`src/rtl/alu_pkg.sv`:
```
// alu_pkg: shared opcode fields, flag positions, sequencer states and opcode constants.
package alu_pkg;
    localparam int OP_S_BIT     = 4;
    localparam int OP_CARRY_BIT = 3;
    localparam int FLAG_N = 3;
    localparam int FLAG_Z = 2;
    localparam int FLAG_V = 1;
    localparam int FLAG_C = 0;

    typedef enum logic [1:0] {IDLE, SETUP, EXEC, DONE} seq_state_t;

    localparam logic [5:0] ADD    = 6'b000000;
    localparam logic [5:0] ADDcc  = 6'b010000;
    localparam logic [5:0] ADDX   = 6'b001000;
    localparam logic [5:0] ADDXcc = 6'b011000;
    localparam logic [5:0] SUB    = 6'b000100;
    localparam logic [5:0] SUBcc  = 6'b010100;
    localparam logic [5:0] SUBXcc = 6'b011100;
    localparam logic [5:0] AND    = 6'b000001;
    localparam logic [5:0] SLL    = 6'b100101;
endpackage

```
`src/rtl/alu_op_sequencer_cc_reg.sv`:
```
// cc_reg: NZVC condition-code register; an external write beats an ALU capture.
module cc_reg (
    input  logic       clk,
    input  logic       reset,
    input  logic       we,
    input  logic [3:0] wdata,
    input  logic       cap,
    input  logic [3:0] cap_data,
    output logic [3:0] nzvc
);
    always_ff @(posedge clk)
        nzvc <= reset ? 4'b0000 : we ? wdata : cap ? cap_data : nzvc;
endmodule

```
`src/rtl/alu_op_sequencer.sv`:
```
// alu_op_sequencer: runs one ALU op through setup/enable/capture and owns the NZVC register.
module alu_op_sequencer
    import alu_pkg::*;
#(
    parameter int WIDTH       = 32,
    parameter int OPW         = 6,
    parameter int EXEC_CYCLES = 1
) (
    input  logic             clk,
    input  logic             reset,
    input  logic             req_valid,
    output logic             req_ready,
    input  logic [OPW-1:0]   req_opcode,
    input  logic [WIDTH-1:0] req_a,
    input  logic [WIDTH-1:0] req_b,
    output logic             resp_valid,
    input  logic             resp_ready,
    output logic [WIDTH-1:0] resp_result,
    output logic [3:0]       resp_flags,
    output logic [WIDTH-1:0] alu_a,
    output logic [WIDTH-1:0] alu_b,
    output logic [OPW-1:0]   alu_opcode,
    output logic             alu_carry,
    output logic             alu_enable,
    input  logic [WIDTH-1:0] alu_result,
    input  logic             alu_n,
    input  logic             alu_z,
    input  logic             alu_v,
    input  logic             alu_c,
    input  logic             psr_we,
    input  logic [3:0]       psr_wdata,
    output logic [3:0]       psr_nzvc,
    output logic             busy
);
    if (EXEC_CYCLES < 1 || EXEC_CYCLES > 15) begin : g_bad_exec_cycles
        $error("EXEC_CYCLES must be in 1..15");
    end

    seq_state_t state;
    logic [3:0] cnt;
    logic       cap;

    assign cap = (state == EXEC) && (cnt == 4'd0) && alu_opcode[OP_S_BIT];

    cc_reg u_cc (
        .clk      (clk),
        .reset    (reset),
        .we       (psr_we),
        .wdata    (psr_wdata),
        .cap      (cap),
        .cap_data ({alu_n, alu_z, alu_v, alu_c}),
        .nzvc     (psr_nzvc)
    );

    always_ff @(posedge clk) begin
        if (reset) begin
            state       <= IDLE;
            cnt         <= 4'd0;
            req_ready   <= 1'b1;
            resp_valid  <= 1'b0;
            resp_result <= '0;
            resp_flags  <= 4'b0000;
            alu_a       <= '0;
            alu_b       <= '0;
            alu_opcode  <= '0;
            alu_carry   <= 1'b0;
            alu_enable  <= 1'b0;
            busy        <= 1'b0;
        end else begin
            case (state)
                IDLE: if (req_valid) begin
                    alu_a      <= req_a;
                    alu_b      <= req_b;
                    alu_opcode <= req_opcode;
                    // carry-in is taken once, on entry to SETUP, and held for the whole op
                    alu_carry  <= req_opcode[OP_CARRY_BIT] & psr_nzvc[FLAG_C];
                    req_ready  <= 1'b0;
                    busy       <= 1'b1;
                    state      <= SETUP;
                end
                SETUP: begin
                    alu_enable <= 1'b1;
                    cnt        <= 4'(EXEC_CYCLES - 1);
                    state      <= EXEC;
                end
                EXEC: if (cnt == 4'd0) begin
                    resp_result <= alu_result;
                    resp_flags  <= {alu_n, alu_z, alu_v, alu_c};
                    alu_enable  <= 1'b0;
                    resp_valid  <= 1'b1;
                    state       <= DONE;
                end else begin
                    cnt <= cnt - 4'd1;
                end
                DONE: if (resp_ready) begin
                    resp_valid <= 1'b0;
                    req_ready  <= 1'b1;
                    busy       <= 1'b0;
                    state      <= IDLE;
                end
                default: state <= IDLE;
            endcase
        end
    end
endmodule

```
`config.mk`:
```
export PLATFORM = sky130hd
export DESIGN_NAME = alu_op_sequencer
export DESIGN_NICKNAME = d
export VERILOG_FILES = /design/src/rtl/alu_pkg.sv /design/src/rtl/alu_op_sequencer_cc_reg.sv /design/src/rtl/alu_op_sequencer.sv
export SDC_FILE = /design/constraint.sdc
export NUM_CORES = 1
export LEC_CHECK = 0
export ABC_AREA = 1
export BUFFER_PORTS_ARGS = -buffer_cell sky130_fd_sc_hd__buf_2
export CAP_MARGIN = 10
export CORE_MARGIN = 1.5
export CORE_UTILIZATION = 48
export DETAILED_ROUTE_END_ITERATION = 7
export HOLD_SLACK_MARGIN = 0.05
export PLACE_DENSITY = 0.87
export SLEW_MARGIN = 15
export SYNTH_ARGS = -nofsm -noshare
export SYNTH_HDL_FRONTEND = slang
export SYNTH_HIERARCHICAL = 1
export SYNTH_SLANG_ARGS = --single-unit
```
`constraint.sdc`:
```
create_clock -name clk -period 2.5 [get_ports clk]
set_input_delay 0.375 -clock clk [delete_from_list [all_inputs] [get_ports clk]]
set_output_delay 0.375 -clock clk [all_outputs]
set_load 0.02 [all_outputs]
```
==> impl_metrics.ini <==
[yosys]
yosys_warnings = 6
synth_xor_area_frac = 0
synth_nets = 685
synth_area_sq_um = 4360
ys_seq_area_frac = 0.556
synth_mux_area_frac = 0
synth_top_family_by_area = simple AND/OR/NAND/NOR gates
synth_compound_area_frac = 0.137
syn_inst = 565
yosys_register_bits = 121
synth_cell_types = 20
avgSynthCellArea_sq_um = 7.72
synth-simple-area-share = 0.238
yosys.area_share.adder = 0.0143

[layout]
mostFrequentLayoutCell = buf_2
area_growth_pct = 39.8
multi_input_comb_area_sq_um = 1700
most-common-layout-cells = buf_2, nor2_1, dfxtp_1, o21ai_0, nand2_1
fillerInstances = 724
fin_area_sq_um = 6100
drive_gt1_frac = 0.339
n_antenna_cell = 0
nets = 906
layout.area.seq_sq_um = 2420

[sta]
timing.final.crit_share = 0.801
min_period_ps = 2000
relSlewSlack = 0.235
rsz0062_at_grt = no
slew_violations = 0
layout_setup_ws_ps = 497
setup_violations = 0
fin_setup_tns_ps = 0
hold_slack_ps = 92.5
tightestPinTransition_ps = 1150
fmax_mhz = 499
skew_ps = 7.45
hold_viol = 0

[power]
p_sw_frac = 0.394
power_frac_clock = 0.282
p_leak_uw = 0.00318
p_comb_frac = 0.362
p_int_uw = 4920
p_sw_uw = 3200
seq_power_share = 0.356
ir_drop_v = 0.000693
cellPowerDensity_nw_per_um2 = 1330
p_total_uw = 8120

[cts]
cts_tree = done
clkTransAtPathRegs_ps = 60
cts_buffers = 17
clockRootBuffer = clkbuf_8
postCtsSetupBuffers = 0
cts_max_level = 4
clock-sinks = 121
clk_latency_ps = 500
ctsHoldBuffers = 0
cts_resized = 0
cts_buffer_depth = 2

[setup_path]
path_delay_family = buffers and inverters
cp-start-kind = flip-flop
crit_path_start = state[0]$_SDFFE_PP0P_
crit_buf_inv = 2
required_ps = 2930
worstSetupPathType = reg2reg
cp-end-kind = flip-flop
cp.arrival_ps = 2430
cp_max_fo = 70
crit_chain = inv_1 > ha_1 > nand2_2 > inv_2 > nand3_1 > a21oi_1
crit_path_max_incr_delay_ps = 820
timing.rr.start = state[0]$_SDFFE_PP0P_
crit_path_top_delay_cell = inv_2

[floorplan]
die_x_um = 98.3
rows = 34
io_pins = 230
coreArea_sq_um = 8760
die_area_sq_um = 9660
die_height_um = 98.3
start_util = 0.498

[drt]
detail-route-antenna-nets = 0
dr_wl_met2_um = 5980
vias = 4476
wl_per_cell_um = 13.3
drc = 0
routed.top_layer = met5
drt_iter0_markers = 140
routed_via_density = 4.93
m1WireLength_um = 4880
firstDrtPassIters = 4
wl_um = 12000
wl_met3_um = 961

[global_routing]
grt_overflow_total = 0
grt_pass1_vias = 4362
grt_max_degree = 73
gr-usage-all-layers = 0.250
grt_pass1_wl_um = 19700
antenna_found_initial = 1

[worst_hold_path]
hp-start = alu_result[7]
hold_class = in2reg

[place]
place_hpwl_um = 8400
place_ws_ps = 523
place_area_sq_um = 5530
portBuffers = 229
place.gp.congestion = 0.833

[run]
maxCapViolCount = 0

[outcome]
status = finished, final reports clean
worst paths after layout:
kind	to	slack, ps	cells past startpoint
worst max-delay path	alu_carry$_SDFFE_PP0P_	500	6
worst min-delay path	resp_result[7]$_SDFFE_PP0P_	90	3
worst max register to register	alu_carry$_SDFFE_PP0P_	500	6
worst min register to register	alu_carry$_SDFFE_PP0P_	470	2
cell usage after synthesis (all sizes together):
| library cell | n | share of area |
|---|---|---|
| clkbuf | 15 | 0.013 |
| inv | 20 | 0.017 |
| or2 | 1 | 0.0014 |
| dfxtp | 121 | 0.56 |
| nor2 | 219 | 0.19 |
| a21oi | 11 | 0.013 |
| nor3 | 1 | 0.0011 |
| o21ai | 107 | 0.12 |
| buf | 17 | 0.025 |
| o21a | 1 | 0.0017 |
| nand3 | 15 | 0.017 |
| nand2 | 32 | 0.028 |
| ha | 5 | 0.014 |
worst register-to-register path: cells and delay by family (launching register included):
| family | cells | cell delay, ps |
|---|---|---|
| buf+inv | 2 | 940 |
| flops | 1 | 330 |
| compound gates | 1 | 180 |
| fa+ha+maj | 1 | 250 |
| simple gates | 2 | 260 |
final cells by class:
type,instances,share of cell area
Inverter,20,0.0123
Multi-Input combinational cell,392,0.279
Timing Repair Buffer,234,0.196
Tap cell,108,0.0222
Clock buffer,17,0.0679
Sequential cell,121,0.397
Clock inverter,15,0.0252
flip-flops by register name, summed over array words and instances, names as in the netlist:
register and count:
alu_carry 1, req_ready 1, alu_a 32, resp_valid 1, state 2, busy 1
u_cc/nzvc 4, resp_result 32, alu_enable 1, alu_opcode 6, alu_b 32, cnt 4
resp_flags 4
stage by stage:
stage	cells	util
3_5_place_dp	875	0.631
4_1_cts	907	0.696
2_1_floorplan	565	-
3_3_place_gp	875	0.631
6_report	907	0.696
5_1_grt	907	0.696
routing by layer:
layer,vias to the layer above,global-route usage
li1,2251,-
met5,-,0
met4,2,0.0975
met3,26,0.0909
met2,193,0.437
met1,2004,0.275
power by group through the flow:
stage	Combinational (uW)	Sequential, uW	Clock, uW
floorplan	1250	3640	0
global placement	2830	2880	0
detailed placement	2930	2910	0
CTS	2950	2890	2330
global route	3240	2970	2410
finish	2940	2890	2290
logic make-up after synthesis:
| group | count (synthesis) |
|---|---|
| flip-flops | 121 |
| buffers and inverters | 52 |
| adder cells (fa/ha/maj) | 5 |
| AND/OR/NAND/NOR | 268 |
| AO/OA/AOI/OAI | 119 |
No activity file was read; power rests on OpenSTA's default activity.
